`config.mk`:
```
export PLATFORM = sky130hd
export DESIGN_NAME = trap_unit
export DESIGN_NICKNAME = d
export VERILOG_FILES = /design/src/rtl/trap_pkg.sv /design/src/rtl/irq_prio_enc.sv /design/src/rtl/trap_unit.sv
export SDC_FILE = /design/constraint.sdc
export NUM_CORES = 1
export LEC_CHECK = 0
export ABC_CLOCK_PERIOD_IN_PS = 4420
export CORE_MARGIN = 1.5
export CORE_UTILIZATION = 49
export DETAILED_ROUTE_END_ITERATION = 12
export GPL_TIMING_DRIVEN = 0
export PLACE_DENSITY_LB_ADDON = 0.08
export SETUP_SLACK_MARGIN = 0.15
export SYNTH_ARGS = -nofsm -noshare
export SYNTH_HDL_FRONTEND = slang
export SYNTH_SLANG_ARGS = --single-unit
```
`constraint.sdc`:
```
create_clock -name Clk -period 4.42 [get_ports Clk]
set_clock_uncertainty 0.2 [all_clocks]
set_input_delay 0.442 -clock Clk [delete_from_list [all_inputs] [get_ports Clk]]
set_output_delay 0.442 -clock Clk [all_outputs]
set_load 0.005 [all_outputs]
```
`src/rtl/trap_pkg.sv`:
```
// Shared state encoding, CSR map and vector-address helper for the trap unit.
package trap_pkg;

    typedef enum logic [2:0] {IDLE, SAVE, REDIRECT, RETURN, HALT} trap_state_t;

    localparam logic [1:0] CSR_STATUS = 2'd0;
    localparam logic [1:0] CSR_IEN    = 2'd1;
    localparam logic [1:0] CSR_EPC    = 2'd2;
    localparam logic [1:0] CSR_CAUSE  = 2'd3;

    localparam int IE_BIT  = 0;
    localparam int PIE_BIT = 1;

    // Each vector-table slot is one 4-byte entry; wraps modulo 2^64.
    function automatic logic [63:0] vec_addr(input logic [63:0] base, input logic [63:0] slot);
        return base + (slot << 2);
    endfunction

endpackage

```
`src/rtl/irq_prio_enc.sv`:
```
// Masked interrupt priority encoder: lowest active index wins, valid when any line is active.
module irq_prio_enc #(
    parameter int NUM_IRQ = 4,
    parameter int IDX_W   = 2
) (
    input  logic [NUM_IRQ-1:0] irq,
    input  logic [NUM_IRQ-1:0] mask,
    output logic [IDX_W-1:0]   idx,
    output logic               valid
);

    logic [NUM_IRQ-1:0] act;
    assign act = irq & mask;

    always_comb begin
        idx   = '0;
        valid = 1'b0;
        for (int i = NUM_IRQ - 1; i >= 0; i--) begin
            if (act[i]) begin
                idx   = IDX_W'(i);
                valid = 1'b1;
            end
        end
    end

endmodule

```
`src/rtl/trap_unit.sv`:
```
// Exception/interrupt controller: saves EPC/cause, forces a vectored PC load, restores on mret.
// Define TRAP_NEST_EN for a 2-deep EPC/CAUSE/PIE stack; otherwise a trap inside a handler halts.
module trap_unit
    import trap_pkg::*;
#(
    parameter int          XLEN      = 64,
    parameter int          NUM_IRQ   = 4,
    parameter int          CAUSE_W   = 4,
    parameter logic [63:0] TRAP_BASE = 64'h0000_0000_0000_0100
) (
    input  logic               Clk,
    input  logic               Reset,
    input  logic               InstrDone,
    input  logic [XLEN-1:0]    PCnext,
    input  logic               ExcReq,
    input  logic [CAUSE_W-1:0] ExcCode,
    input  logic [XLEN-1:0]    PCcur,
    input  logic               MretReq,
    input  logic [NUM_IRQ-1:0] Irq,
    input  logic               CsrWe,
    input  logic [1:0]         CsrAddr,
    input  logic [XLEN-1:0]    CsrWdata,
    output logic [XLEN-1:0]    CsrRdata,
    output logic               PCLoad,
    output logic [XLEN-1:0]    TrapPC,
    output logic               TrapTaken,
    output logic               Stall,
    output logic               InTrap,
    output logic               Halted
);

`ifdef TRAP_NEST_EN
    localparam int DEPTH = 2;
`else
    localparam int DEPTH = 1;
`endif
    localparam int IDX_W = (NUM_IRQ > 1) ? $clog2(NUM_IRQ) : 1;

    trap_state_t        state;
    logic [1:0]         depth;
    logic               ie;
    logic [NUM_IRQ-1:0] ien;
    logic [XLEN-1:0]    epcStk   [DEPTH];
    logic [XLEN-1:0]    causeStk [DEPTH];
    logic               pieStk   [DEPTH];

    logic               pendIrq;
    logic [CAUSE_W-1:0] pendCode;
    logic [IDX_W-1:0]   pendIdx;
    logic [XLEN-1:0]    pendPc;

    logic               pcLoadQ, trapTakenQ, stallQ, haltedQ;
    logic [XLEN-1:0]    trapPcQ;

    logic [IDX_W-1:0]   irqIdx;
    logic               irqValid, full, mretOk, irqOk, top, sp;
    logic [XLEN-1:0]    causeNew, vecNew;

    irq_prio_enc #(.NUM_IRQ(NUM_IRQ), .IDX_W(IDX_W)) uPrio (
        .irq  (Irq),
        .mask (ien),
        .idx  (irqIdx),
        .valid(irqValid)
    );

    // top = current handler's frame, sp = frame a new trap will fill.
    assign top    = depth[1];
    assign sp     = depth[0];
    assign full   = (depth == 2'(DEPTH));
    assign mretOk = MretReq && (depth != 2'd0);
    assign irqOk  = InstrDone && ie && irqValid && !full;

    always_comb begin
        causeNew = XLEN'(pendCode);
        vecNew   = XLEN'(vec_addr(TRAP_BASE, 64'(pendCode)));
        if (pendIrq) begin
            causeNew            = '0;
            causeNew[XLEN-1]    = 1'b1;
            causeNew[IDX_W-1:0] = pendIdx;
            vecNew = XLEN'(vec_addr(TRAP_BASE, (64'd1 << CAUSE_W) + 64'(pendIdx)));
        end
    end

    always_comb begin
        CsrRdata = '0;
        case (CsrAddr)
            CSR_STATUS: begin
                CsrRdata[IE_BIT]  = ie;
                CsrRdata[PIE_BIT] = pieStk[top];
            end
            CSR_IEN: CsrRdata[NUM_IRQ-1:0] = ien;
            CSR_EPC: CsrRdata = epcStk[top];
            default: CsrRdata = causeStk[top];
        endcase
    end

    always_ff @(posedge Clk) begin
        if (!Reset) begin
            state      <= IDLE;
            depth      <= 2'd0;
            ie         <= 1'b0;
            ien        <= '0;
            for (int i = 0; i < DEPTH; i++) begin
                epcStk[i]   <= '0;
                causeStk[i] <= '0;
                pieStk[i]   <= 1'b0;
            end
            pendIrq    <= 1'b0;
            pendCode   <= '0;
            pendIdx    <= '0;
            pendPc     <= '0;
            pcLoadQ    <= 1'b0;
            trapTakenQ <= 1'b0;
            stallQ     <= 1'b0;
            haltedQ    <= 1'b0;
            trapPcQ    <= '0;
        end else begin
            pcLoadQ    <= 1'b0;
            trapTakenQ <= 1'b0;
            stallQ     <= 1'b0;
            case (state)
                IDLE: begin
                    if (ExcReq) begin
                        stallQ <= 1'b1;
                        if (full) begin
                            state   <= HALT;
                            haltedQ <= 1'b1;
                        end else begin
                            state    <= SAVE;
                            pendIrq  <= 1'b0;
                            pendCode <= ExcCode;
                            pendPc   <= PCcur;
                        end
                    end else if (mretOk) begin
                        state   <= RETURN;
                        pcLoadQ <= 1'b1;
                        stallQ  <= 1'b1;
                        trapPcQ <= epcStk[top];
                    end else if (irqOk) begin
                        state   <= SAVE;
                        stallQ  <= 1'b1;
                        pendIrq <= 1'b1;
                        pendIdx <= irqIdx;
                        pendPc  <= PCnext;
                    end else if (CsrWe) begin
                        case (CsrAddr)
                            CSR_STATUS: begin
                                ie          <= CsrWdata[IE_BIT];
                                pieStk[top] <= CsrWdata[PIE_BIT];
                            end
                            CSR_IEN: ien         <= CsrWdata[NUM_IRQ-1:0];
                            CSR_EPC: epcStk[top] <= {CsrWdata[XLEN-1:2], 2'b00};
                            default: causeStk[top] <= CsrWdata;
                        endcase
                    end
                end
                SAVE: begin
                    epcStk[sp]   <= pendPc;
                    causeStk[sp] <= causeNew;
                    pieStk[sp]   <= ie;
                    ie           <= 1'b0;
                    state        <= REDIRECT;
                    stallQ       <= 1'b1;
                    pcLoadQ      <= 1'b1;
                    trapTakenQ   <= 1'b1;
                    trapPcQ      <= vecNew;
                end
                REDIRECT: begin
                    depth <= depth + 2'd1;
                    state <= IDLE;
                end
                RETURN: begin
                    ie    <= pieStk[top];
                    depth <= depth - 2'd1;
                    state <= IDLE;
                end
                HALT:    stallQ <= 1'b1;
                default: state  <= IDLE;
            endcase
        end
    end

    assign PCLoad    = pcLoadQ;
    assign TrapPC    = trapPcQ;
    assign TrapTaken = trapTakenQ;
    assign Stall     = stallQ;
    assign Halted    = haltedQ;
    assign InTrap    = (depth != 2'd0);

endmodule

```
==> results.cfg <==
[global_routing]
grt_pass1_wl_um = 58300
antenna_found_initial = 1
grt_max_degree = 65
overflow = 0
grt_usage_pct = 28.4
grt_pass1_vias = 10500

[layout]
regArea_um2 = 6860
layout.cells.non_filler = 1991
multi_input_area_um2 = 5530
fin_nets = 1844
area_growth_pct = 37.4
drive_gt1_share_pct = 9.48
antennaDiodeCount = 0
filler_cell_count = 2095

[die]
die-area_um2 = 27200
top_level_ports = 341
die_h_um = 165
core_area_um2 = 25900
initial_utilization_pct = 49.6
die_x_um = 165
rows = 59

[logic_synthesis]
yosysTopAreaCellShare_pct = 30.1
ys_seq_area_share_pct = 53.3
ys_types = 55
yosys-top-cells-count = 325 x nand2_1, 149 x dfxtp_1, 131 x mux2i_1
synth_most_common_cell = nand2_1
synthCells = 1264
ys.flop_type = dfxtp_1
synthArstFlopShare_pct = 0
syn_area_um2 = 12900
synth_top_area_cell = edfxtp_1
ys_ff_latch = 278
synth_warnings = 0
syn_avg_cell_area_um2 = 10.2
syn-num-nets = 1474
ys_top_cells_by_area = edfxtp_1 30%, dfxtp_1 23%, mux2i_1 10%, nand2_1 9.5%, mux2_2 5.8%
synth_edf_count = 129

[critical_path]
worstSetupPathType = primary input to register
worstPathArrival_ns = 3.89
slowest_stage = clkbuf_1
r2r_setup_slack_ns = 1.04
slowest_delay_ns = 0.70
path_cells = clkdlybuf4s50_1 -> clkbuf_1 -> clkbuf_1 -> buf_1 -> nand3_4 -> buf_12
cp-start-kind = primary input
cpMostUsedCell = clkbuf_1
cp-end-kind = register
crit_fanout = 34
required_ns = 4.50

[cts]
cts_setup_buffers = 0
cts-hold-fix-buffers = 0
htreeDepth = 1
clk_latency_ns = 0.54
tritoncts = yes
cts_made_buffers = 29
cts_root_buffer = clkbuf_16
cts.path.max_buffers = 3
clock-sinks = 278
cts-resized-gates = 0
clk_pin_slew_ns = 0.06

[timing]
timing.fmax_ghz = 0.263
maxSlewViolCount = 0
fin_crit_sh_pct = 86.1
max-slew-margin-rel_pct = 29.6
period_needed_ns = 3.81
tns_ns = 0
hold_viol_final = 0
whs_ns = 0.253
max_slew.worst_pin.slew_ns = 1.06
setup-violations-final = 0
grt_setup_unrepaired = no

[route]
wl_per_cell_um = 19.7
remaining_drc_errors = 0
via_per_inst = 5.36
drt_pass1_iterations = 5
detail-route-antenna-nets = 0
drtIter0Drc = 791
routed_wl_um = 39300
vias = 10700

[placed_design]
post-dp-hpwl_um = 28800
dp.cells = 1938
routabilityCongestion = 0.883
portBuffers = 338

[outcome]
status = complete, no violations

[power]
p_leak_nw = 6.54
peakVddDrop_mv = 0.390
pwr_density_cell_nw_per_um2 = 373

[min_path]
hold_path_class = register to register

[run]
drv_cap = 0
[path summary, 6_finish.rpt]
kind	startpoint	to	cells past startpoint
setup / recovery	Reset	epcStk[0][40]	6
setup reg to reg	state[0]	causeStk[0][45]	6
hold reg to reg	TrapPC[32]	TrapPC[32]	2
hold / removal	TrapPC[32]	TrapPC[32]	2
[placed cells by master, fill, tap and decap left out, types with 7 or more instances in the layout]
cell type / n
nor2_1: 19
mux2_2: 66
dfxtp_1: 149
o22ai_1: 63
clkbuf_2: 7
and2_1: 62
nand2_1: 325
buf_1: 15
clkbuf_1: 62
clkdlybuf4s50_1: 338
clkinv_2: 9
nor2b_1: 67
buf_2: 10
a21oi_1: 71
clkbuf_16: 29
mux2i_1: 131
edfxtp_1: 129
[report_power, final]
| part | leakage (nW) | internal, mW | switching (mW) |
|---|---|---|---|
| Clock | 0.477 | 1.47 | 1.02 |
| Combinational | 3.48 | 0.544 | 0.554 |
| Sequential | 2.58 | 2.92 | 0.0840 |
[worst max-delay path, delay by kind of cell]
kind	cells	cell delay, ns
AND/OR/NAND/NOR	1	0.60
buffers and inverters	5	2.79
[kinds of logic (layout without fill, tap and decap cells)]
kind of cell	count (synthesis)	count (layout)	share of synthesized area, %
compound gates	167	167	7.79
flops	278	278	53.3
xor+xnor	2	2	0.136
mux	199	199	16.3
fa+ha+maj	2	2	0.195
buf+inv	108	500	3.84
simple gates	508	508	18.4
[state kept, by name (all words and copies together) (netlist names)]
name	cells
TrapPC	64
Halted	1
pendPc	64
pendIdx	2
Stall	1
state	3
pendIrq	1
pieStk	1
ie	1
ien	4
PCLoad	1
causeStk	64
epcStk	64
depth	2
TrapTaken	1
pendCode	4
[area by class of cell]
type | count | area share (%)
buffer | 103 | 2.69
clock buffer | 34 | 4.33
clock inverter | 19 | 1.13
inverter | 5 | 0.106
multi-input combinational | 878 | 31.3
sequential | 278 | 38.8
tap | 335 | 2.37
timing repair buffer | 339 | 19.3
[per-stage QoR]
step / setup slack [ns] / instance area [um2] / util (%) / total power [mW]
2_1_floorplan: 0.555 / 12900 / - / 3.61
3_3_place_gp: -2.40 / 16700 / 64.3 / 4.13
3_5_place_dp: 0.113 / 16700 / 64.5 / 4.15
4_1_cts: 0.640 / 17700 / 68.2 / 6.61
5_1_grt: 0.510 / 17700 / 68.2 / 6.81
6_report: 0.613 / 17700 / 68.2 / 6.59
[per-layer routing]
metal | wire, um | up-vias | GRT usage, % | share of wire [%]
li1 | - | 5124 | - | -
met5 | 0 | - | 0 | 0
met4 | 1070 | 0 | 8.80 | 2.7
met3 | 2990 | 66 | 4.27 | 7.6
met1 | 16400 | 5035 | 37.0 | 42
met2 | 18800 | 455 | 48.5 | 48
Power figures use the tool's default switching activity.
